--- src/rtl/mfp_scanned_seven_segment_display_pkg.sv ---
// Shared constants and helpers for the scanned seven-segment display engine.
package mfp_scanned_seven_segment_display_pkg;

    // Bit positions inside a segment byte {dp,g,f,e,d,c,b,a}
    localparam int unsigned SEG_A  = 0;
    localparam int unsigned SEG_B  = 1;
    localparam int unsigned SEG_C  = 2;
    localparam int unsigned SEG_D  = 3;
    localparam int unsigned SEG_E  = 4;
    localparam int unsigned SEG_F  = 5;
    localparam int unsigned SEG_G  = 6;
    localparam int unsigned SEG_DP = 7;

    typedef enum logic {
        MODE_STATIC = 1'b0,
        MODE_SCAN   = 1'b1
    } disp_mode_e;

    // Hex glyphs 0..F, active-high, bit order {g,f,e,d,c,b,a}; b and d are lower case
    localparam logic [6:0] GLYPH_TABLE [16] = '{
        7'h3F, 7'h06, 7'h5B, 7'h4F, 7'h66, 7'h6D, 7'h7D, 7'h07,
        7'h7F, 7'h6F, 7'h77, 7'h7C, 7'h39, 7'h5E, 7'h79, 7'h71
    };

    // Converts an active-high segment byte to the board's drive level
    function automatic logic [7:0] apply_polarity(input logic [7:0] bits, input bit active_low);
        return active_low ? ~bits : bits;
    endfunction

    // Active-high segment byte for one digit: dark digits override everything,
    // LZ-blanked digits keep only their decimal point
    function automatic logic [7:0] encode_digit(input logic [3:0] nibble, input logic dp,
                                                input logic lz_blank, input logic enable);
        logic [6:0] glyph;
        logic [7:0] seg;
        glyph = GLYPH_TABLE[nibble];
        seg   = '0;
        if (enable) begin
            seg[SEG_DP] = dp;
            if (!lz_blank) begin
                seg[SEG_A] = glyph[0];
                seg[SEG_B] = glyph[1];
                seg[SEG_C] = glyph[2];
                seg[SEG_D] = glyph[3];
                seg[SEG_E] = glyph[4];
                seg[SEG_F] = glyph[5];
                seg[SEG_G] = glyph[6];
            end
        end
        return seg;
    endfunction

endpackage

--- src/rtl/mfp_seven_segment_lz_mask.sv ---
// Leading-zero blank mask: marks zero digits above the first significant digit.
module mfp_seven_segment_lz_mask
    import mfp_scanned_seven_segment_display_pkg::*;
#(
    parameter int unsigned N_DIGITS = 6
) (
    input  logic [4*N_DIGITS-1:0] value,
    input  logic [N_DIGITS-1:0]   dp,
    input  logic                  blank_lz,
    output logic [N_DIGITS-1:0]   blank
);

    // Walk from the most significant digit down; a non-zero nibble or a lit dp ends the run.
    // Digit 0 is never visited, so it always stays visible.
    always_comb begin
        logic        leading;
        int unsigned i;
        blank   = '0;
        leading = blank_lz;
        i       = 0;
        for (int unsigned k = 0; k + 1 < N_DIGITS; k++) begin
            i = N_DIGITS - 1 - k;
            if ((value[4*i +: 4] != 4'h0) || dp[i]) begin
                leading = 1'b0;
            end
            blank[i] = leading;
        end
    end

endmodule

--- src/rtl/mfp_scanned_seven_segment_display.sv ---
// N-digit hex display: static per-digit segment buses plus a multiplexed scan bus.
module mfp_scanned_seven_segment_display
    import mfp_scanned_seven_segment_display_pkg::*;
#(
    parameter int unsigned N_DIGITS       = 6,
    parameter int unsigned SCAN_DIV       = 50000,
    parameter int unsigned GHOST_BLANK    = 2,
    parameter bit          SEG_ACTIVE_LOW = 1'b1,
    parameter bit          DIG_ACTIVE_LOW = 1'b1
) (
    input  logic                  SI_ClkIn,
    input  logic                  SI_Reset,
    input  logic [4*N_DIGITS-1:0] value,
    input  logic [N_DIGITS-1:0]   dp,
    input  logic [N_DIGITS-1:0]   digit_en,
    input  logic                  blank_lz,
    input  logic                  mode,
    input  logic                  load,
    output logic [8*N_DIGITS-1:0] hex_static,
    output logic [7:0]            scan_seg,
    output logic [N_DIGITS-1:0]   scan_dig,
    output logic                  frame_tick
);

    localparam int unsigned IDX_W = (N_DIGITS > 1) ? $clog2(N_DIGITS) : 1;
    localparam int unsigned PRE_W = $clog2(SCAN_DIV);

    localparam logic [PRE_W-1:0]    PRE_LAST  = PRE_W'(SCAN_DIV - 1);
    localparam logic [PRE_W-1:0]    GHOST_END = PRE_W'(GHOST_BLANK);
    localparam logic [IDX_W-1:0]    IDX_LAST  = IDX_W'(N_DIGITS - 1);
    localparam logic [7:0]          SEG_OFF   = apply_polarity(8'h00, SEG_ACTIVE_LOW);
    localparam logic [N_DIGITS-1:0] DIG_OFF   = {N_DIGITS{DIG_ACTIVE_LOW}};

    logic [4*N_DIGITS-1:0] pend_value, com_value;
    logic [N_DIGITS-1:0]   pend_dp, com_dp;
    logic [N_DIGITS-1:0]   pend_en, com_en;

    logic [PRE_W-1:0]      prescaler;
    logic [IDX_W-1:0]      digit_idx;
    disp_mode_e            mode_q;
    disp_mode_e            mode_now;

    logic                  mode_change;
    logic                  scanning;
    logic                  at_boundary;
    logic [N_DIGITS-1:0]   lz_blank;
    logic [7:0]            seg_on [N_DIGITS];
    logic [N_DIGITS-1:0]   dig_sel;

    assign mode_now    = disp_mode_e'(mode);
    assign mode_change = (mode_now != mode_q);
    assign scanning    = (mode_now == MODE_SCAN) && !mode_change;
    assign at_boundary = scanning && (prescaler == PRE_LAST) && (digit_idx == IDX_LAST);
    assign frame_tick  = at_boundary;

    // Slot prescaler and digit index; any mode transition restarts the scan at digit 0
    always_ff @(posedge SI_ClkIn) begin
        if (SI_Reset) begin
            prescaler <= '0;
            digit_idx <= '0;
            mode_q    <= MODE_STATIC;
        end else begin
            mode_q <= mode_now;
            if (mode_change) begin
                prescaler <= '0;
                digit_idx <= '0;
            end else if (mode_now == MODE_SCAN) begin
                if (prescaler == PRE_LAST) begin
                    prescaler <= '0;
                    digit_idx <= (digit_idx == IDX_LAST) ? '0 : digit_idx + 1'b1;
                end else begin
                    prescaler <= prescaler + 1'b1;
                end
            end
        end
    end

    // Pending capture on load; committed frame only changes between scan frames,
    // with a boundary-cycle load bypassing pending so it lands in the next frame
    always_ff @(posedge SI_ClkIn) begin
        if (SI_Reset) begin
            pend_value <= '0;
            pend_dp    <= '0;
            pend_en    <= '0;
            com_value  <= '0;
            com_dp     <= '0;
            com_en     <= '0;
        end else begin
            if (load) begin
                pend_value <= value;
                pend_dp    <= dp;
                pend_en    <= digit_en;
            end
            if (mode_change || (mode_now == MODE_STATIC)) begin
                com_value <= pend_value;
                com_dp    <= pend_dp;
                com_en    <= pend_en;
            end else if (at_boundary) begin
                com_value <= load ? value    : pend_value;
                com_dp    <= load ? dp       : pend_dp;
                com_en    <= load ? digit_en : pend_en;
            end
        end
    end

    mfp_seven_segment_lz_mask #(
        .N_DIGITS (N_DIGITS)
    ) u_lz_mask (
        .value    (com_value),
        .dp       (com_dp),
        .blank_lz (blank_lz),
        .blank    (lz_blank)
    );

    for (genvar g = 0; g < N_DIGITS; g++) begin : g_decode
        assign seg_on[g] = encode_digit(com_value[4*g +: 4], com_dp[g], lz_blank[g], com_en[g]);
    end

    // Anode one-hot for the current slot, suppressed during the anti-ghost interval
    always_comb begin
        dig_sel = '0;
        if (prescaler >= GHOST_END) begin
            dig_sel[digit_idx] = 1'b1;
        end
    end

    // Registered outputs: static buses always track committed, scan bus only while scanning
    always_ff @(posedge SI_ClkIn) begin
        if (SI_Reset) begin
            hex_static <= {N_DIGITS{SEG_OFF}};
            scan_seg   <= SEG_OFF;
            scan_dig   <= DIG_OFF;
        end else begin
            for (int unsigned i = 0; i < N_DIGITS; i++) begin
                hex_static[8*i +: 8] <= apply_polarity(seg_on[i], SEG_ACTIVE_LOW);
            end
            if (scanning) begin
                scan_seg <= apply_polarity(seg_on[digit_idx], SEG_ACTIVE_LOW);
                scan_dig <= dig_sel ^ DIG_OFF;
            end else begin
                scan_seg <= SEG_OFF;
                scan_dig <= DIG_OFF;
            end
        end
    end

endmodule

--- config.mk ---
export PLATFORM = sky130hd
export DESIGN_NAME = mfp_scanned_seven_segment_display
export DESIGN_NICKNAME = d
export VERILOG_FILES = /design/src/rtl/mfp_scanned_seven_segment_display_pkg.sv /design/src/rtl/mfp_seven_segment_lz_mask.sv /design/src/rtl/mfp_scanned_seven_segment_display.sv
export SDC_FILE = /design/constraint.sdc
export NUM_CORES = 1
export LEC_CHECK = 0
export CAP_MARGIN = 10
export CORE_MARGIN = 4
export CORE_UTILIZATION = 50
export CTS_CLUSTER_DIAMETER = 80
export DETAILED_ROUTE_END_ITERATION = 10
export PLACE_DENSITY = 0.79
export SLEW_MARGIN = 25
export SYNTH_ARGS = -nofsm -noshare
export SYNTH_HDL_FRONTEND = slang
export SYNTH_SLANG_ARGS = --single-unit
--- constraint.sdc ---
create_clock -name SI_ClkIn -period 5.8 [get_ports SI_ClkIn]
set_clock_uncertainty 0.15 [all_clocks]
set_input_delay 1.16 -clock SI_ClkIn [delete_from_list [all_inputs] [get_ports SI_ClkIn]]
set_output_delay 1.16 -clock SI_ClkIn [all_outputs]
set_load 0.1 [all_outputs]
==> metrics.md <==
| Metric | Value |
|---|---|
| Outcome | `complete, no violations` |
| Number of gates resized after cts | `0` |
| Io pins | `around 100` |
| Total number of H-tree levels | `4` |
| Final net count | `985` |
| CP Launch Type | `flip-flop` |
| Least-Margin Pin Slew | `981 ps` |
| Detailed-route via count | `roughly 6,400` |
| Flip-flop and latch count after synthesis | `between 150 and 200` |
| Die W | `between 100 and 150 um` |
| Arrival time reported for the critical path endpoint | `3090 ps` |
| Highest fanout seen on the critical path | `37` |
| Global-route congestion overflow total | `0` |
| Timing-limited maximum frequency | `between 0.2 and 0.25 GHz` |
| Maximum number of pins on one net before global-route repair | `between 60 and 70` |
| Max_cap viols | `0` |
| Crit share post-route | `75.9%` |
| Routed vias/inst | `5.82` |
| Path category of the worst min-delay check | `reg -> reg` |
| Via count of the first global-routing pass | `6,117` |
| Post-layout min period | `4400 ps` |
| Start point of the critical path | `digit_idx[0]$_SDFFE_PP0P_` |
| Clock transition at the registers of the reported paths | `60 ps` |
| Power Total | `approximately 2.7 mW` |
| Number of nets with antenna violations after detailed routing | `0` |
| Number of rows created at floorplan | `44` |
| Most common library cell in the layout ignoring fill and taps | `dfxtp_1` |
| Remaining DRCs | `0` |
| Fraction of final layout cells with drive strength greater than 1 | `7.80%` |
| Placer's final routability congestion estimate | `approximately 0.94` |
| Effective utilization at floorplan | `51.7%` |
| Final Util | `63.2%` |
| Synthesized area per cell | `9.08 um^2` |
| Cells on worst reg2reg path | `6` |
| Critical R2R Launch | `digit_idx[0]$_SDFFE_PP0P_` |
| Number of buffers between clock root and the deepest sink | `2` |
| Unique masters post-synth | `66` |
| Post-synth EDFFs | `0` |
| Static leakage | `between 3 and 4 nW` |
| Required time reported for the critical path endpoint | `4490 ps` |
| Number of antenna violations at the first check in global routing | `0` |
| Leading cell types in the layout, fill and taps excluded | `154 x dfxtp_1, 116 x nor2_1, 100 x clkdlybuf4s50_1` |
| Number of design-rule violations left by the first detailed-router iteration | `688` |
| Syn. warnings | `0` |
| Critical Path End Type | `output pin` |
| Top cells by area, synth | `dfxtp_1 41%, mux2i_1 9.6%, nor2_1 5.7%` |
| Count of final hold-check violations | `0` |
| CP Capture Point | `frame_tick` |
| Global-route wire length before repair | `32,000 um` |
| Biggest area consumer among synthesized cells | `dfxtp_1` |
| Antenna fix cells | `0` |
| Number of input and output port buffers inserted | `103` |
| Sum of net half-perimeters after detailed placement | `roughly 14,000 um` |
| Clock sink count | `154` |
| Number of standard cells after synthesis | `between 800 and 900` |
| Final setup slack of the worst path | `1400 ps` |
| Worst setup slack before clock tree synthesis | `1590 ps` |
| Critical R2R Capture | `com_value[1]$_SDFFE_PP0P_` |
| Die Area | `0.0172 mm^2` |
| RSZ-0062 raised after global routing | `no` |
| Global-route usage over all layers | `22.7%` |
| Sum of negative setup slack | `0 ps` |
| Core Area | `about 0.015 mm^2` |
| Sequential-to-total area share from yosys stat | `40.5%` |
| Area growth syn-to-layout | `22.1%` |
| Quantity of hold-fixing buffers added after cts | `0` |
| Share of Yosys cell area claimed by the top area cell type | `40.5%` |
| Number of buffers inserted to repair setup after CTS | `0` |
| Final setup vio count | `0` |
| Slew headroom | `34.4%` |
| Setup CP Type | `reg -> out` |
| Total Routed Length | `approximately 20,000 um` |
| Die height | `131 um` |
| Worst-case vdd ir drop | `0.000273 V` |
| Root buf cell | `clkbuf_16` |
| Clock insertion delay at the later pin of the skew report | `440 ps` |
| Dominant register cell in the synthesized netlist | `dfxtp_1` |
| Total clock buffers created by CTS | `17` |
| Routed len/inst | `between 15 and 20 um` |
| Final Slew Violations | `0` |
| Mapped cell area | `approximately 0.0076 mm^2` |
| Post-Synthesis Net Count | `between 900 and 1,000` |
| FF-to-FF setup slack | `2900 ps` |
| Post-synthesis async set-or-reset flop share | `0%` |
| DR pass1 iterations | `6` |
| CTS tree | `built` |
| Power per standard cell area | `288 mW/mm^2` |
-- per-layer routing --
layer | wire length, um | share of wire [%] | track usage, %
met1 | 9030 | 45 | 30.5
met2 | 9190 | 46 | 36.2
met3 | 1230 | 6.2 | 5.20
met4 | 493 | 2.5 | 7.93
met5 | 0 | 0 | 0
-- per-stage QoR --
| step | cell area (um^2) | hold WS (ps) | std cells |
|---|---|---|---|
| 4_1_cts | 9280 | 264 | 1107 |
| 5_1_grt | 9280 | 284 | 1107 |
| 6_report | 9280 | 266 | 1107 |
| 2_1_floorplan | 7600 | 220 | 837 |
| 3_3_place_gp | 8650 | 265 | 1075 |
| 3_5_place_dp | 8650 | 251 | 1075 |
-- flip-flops by register name (all words and copies together) (netlist names) --
name / cells
digit_idx: 3
mode_q: 1
scan_seg: 8
pend_dp: 6
com_value: 24
scan_dig: 6
pend_en: 6
com_dp: 6
hex_static: 48
prescaler: 16
pend_value: 24
com_en: 6
-- report_power, final --
group / switching [mW] / leakage [nW] / internal, mW / total [mW]
logic: 0.214 / 1.84 / 0.130 / 0.343
clock network: 0.441 / 0.303 / 0.742 / 1.18
registers: 0.0456 / 1.26 / 1.10 / 1.14
-- cells by family (layout without fill, tap and decap cells) --
kind of cell / count (synthesis) / after routing / share of synthesized area, %
AO/OA/AOI/OAI: 144 / 144 / 13.7
XOR/XNOR: 15 / 15 / 1.73
adder cells (fa/ha/maj): 34 / 34 / 5.59
buffers and inverters: 84 / 170 / 4.84
flip-flops: 154 / 154 / 40.5
multiplexers: 84 / 84 / 11.8
AND/OR/NAND/NOR: 322 / 322 / 21.7
-- worst min path at each step --
| stage | start | endpoint | slack [ps] | cells past startpoint |
|---|---|---|---|---|
| floorplan | com_dp[0]$_SDFFE_PP0P_ | hex_static[7]$_SDFF_PP1_ | 220 | 1 |
| global placement | com_dp[0]$_SDFFE_PP0P_ | hex_static[7]$_SDFF_PP1_ | 260 | 1 |
| detailed placement | com_dp[0]$_SDFFE_PP0P_ | hex_static[7]$_SDFF_PP1_ | 250 | 1 |
| CTS | com_dp[0]$_SDFFE_PP0P_ | hex_static[7]$_SDFF_PP1_ | 260 | 1 |
| global route | com_dp[0]$_SDFFE_PP0P_ | hex_static[7]$_SDFF_PP1_ | 280 | 1 |
| finish | com_dp[0]$_SDFFE_PP0P_ | hex_static[7]$_SDFF_PP1_ | 270 | 1 |
-- synth_stat cells (3+ instances only) --
| cell type | number |
|---|---|
| dfxtp_1 | 154 |
| nor2_1 | 116 |
| mux2i_1 | 73 |
| nand2_1 | 51 |
| clkbuf_1 | 38 |
| nand2b_1 | 35 |
| ha_1 | 34 |
| inv_1 | 28 |
| a211oi_1 | 27 |
| o21ai_0 | 23 |
| nand3_1 | 20 |
| nor2b_1 | 20 |
| or3_1 | 19 |
| a22oi_1 | 17 |
| nand4_1 | 14 |
| a21oi_1 | 9 |
| nor3_1 | 9 |
| xor2_1 | 9 |
| buf_1 | 7 |
| mux2_2 | 7 |
| o21ai_1 | 7 |
| a31oi_1 | 6 |
| a32oi_1 | 6 |
| and3_1 | 6 |
| buf_2 | 6 |
| o31ai_1 | 6 |
| or3b_2 | 6 |
| xnor2_1 | 6 |
| or4b_2 | 5 |
| mux4_2 | 4 |
| nand3b_1 | 4 |
| o22ai_1 | 4 |
| o32ai_1 | 4 |
| a221oi_1 | 3 |
| a32o_1 | 3 |
| a41oi_1 | 3 |
| buf_6 | 3 |
| o221ai_1 | 3 |
| o311ai_0 | 3 |
-- critical path, stage by stage (launching register included) --
cell and delay, ps:
dfxtp_1 760, and2b_1 300, and2_0 340, and3_2 240, buf_4 480, and2_1 220
buf_4 290
-- layout make-up --
| class | instances | area, um^2 |
|---|---|---|
| Fill cell | 1186 | 5420 |
| Multi-Input combinational cell | 599 | 4170 |
| Sequential cell | 154 | 3080 |
| Timing Repair Buffer | 110 | 1070 |
| Clock buffer | 21 | 460 |
| Tap cell | 184 | 230 |
| Clock inverter | 11 | 168 |
| Inverter | 28 | 105 |
No activity file was read; power rests on OpenSTA's default activity.
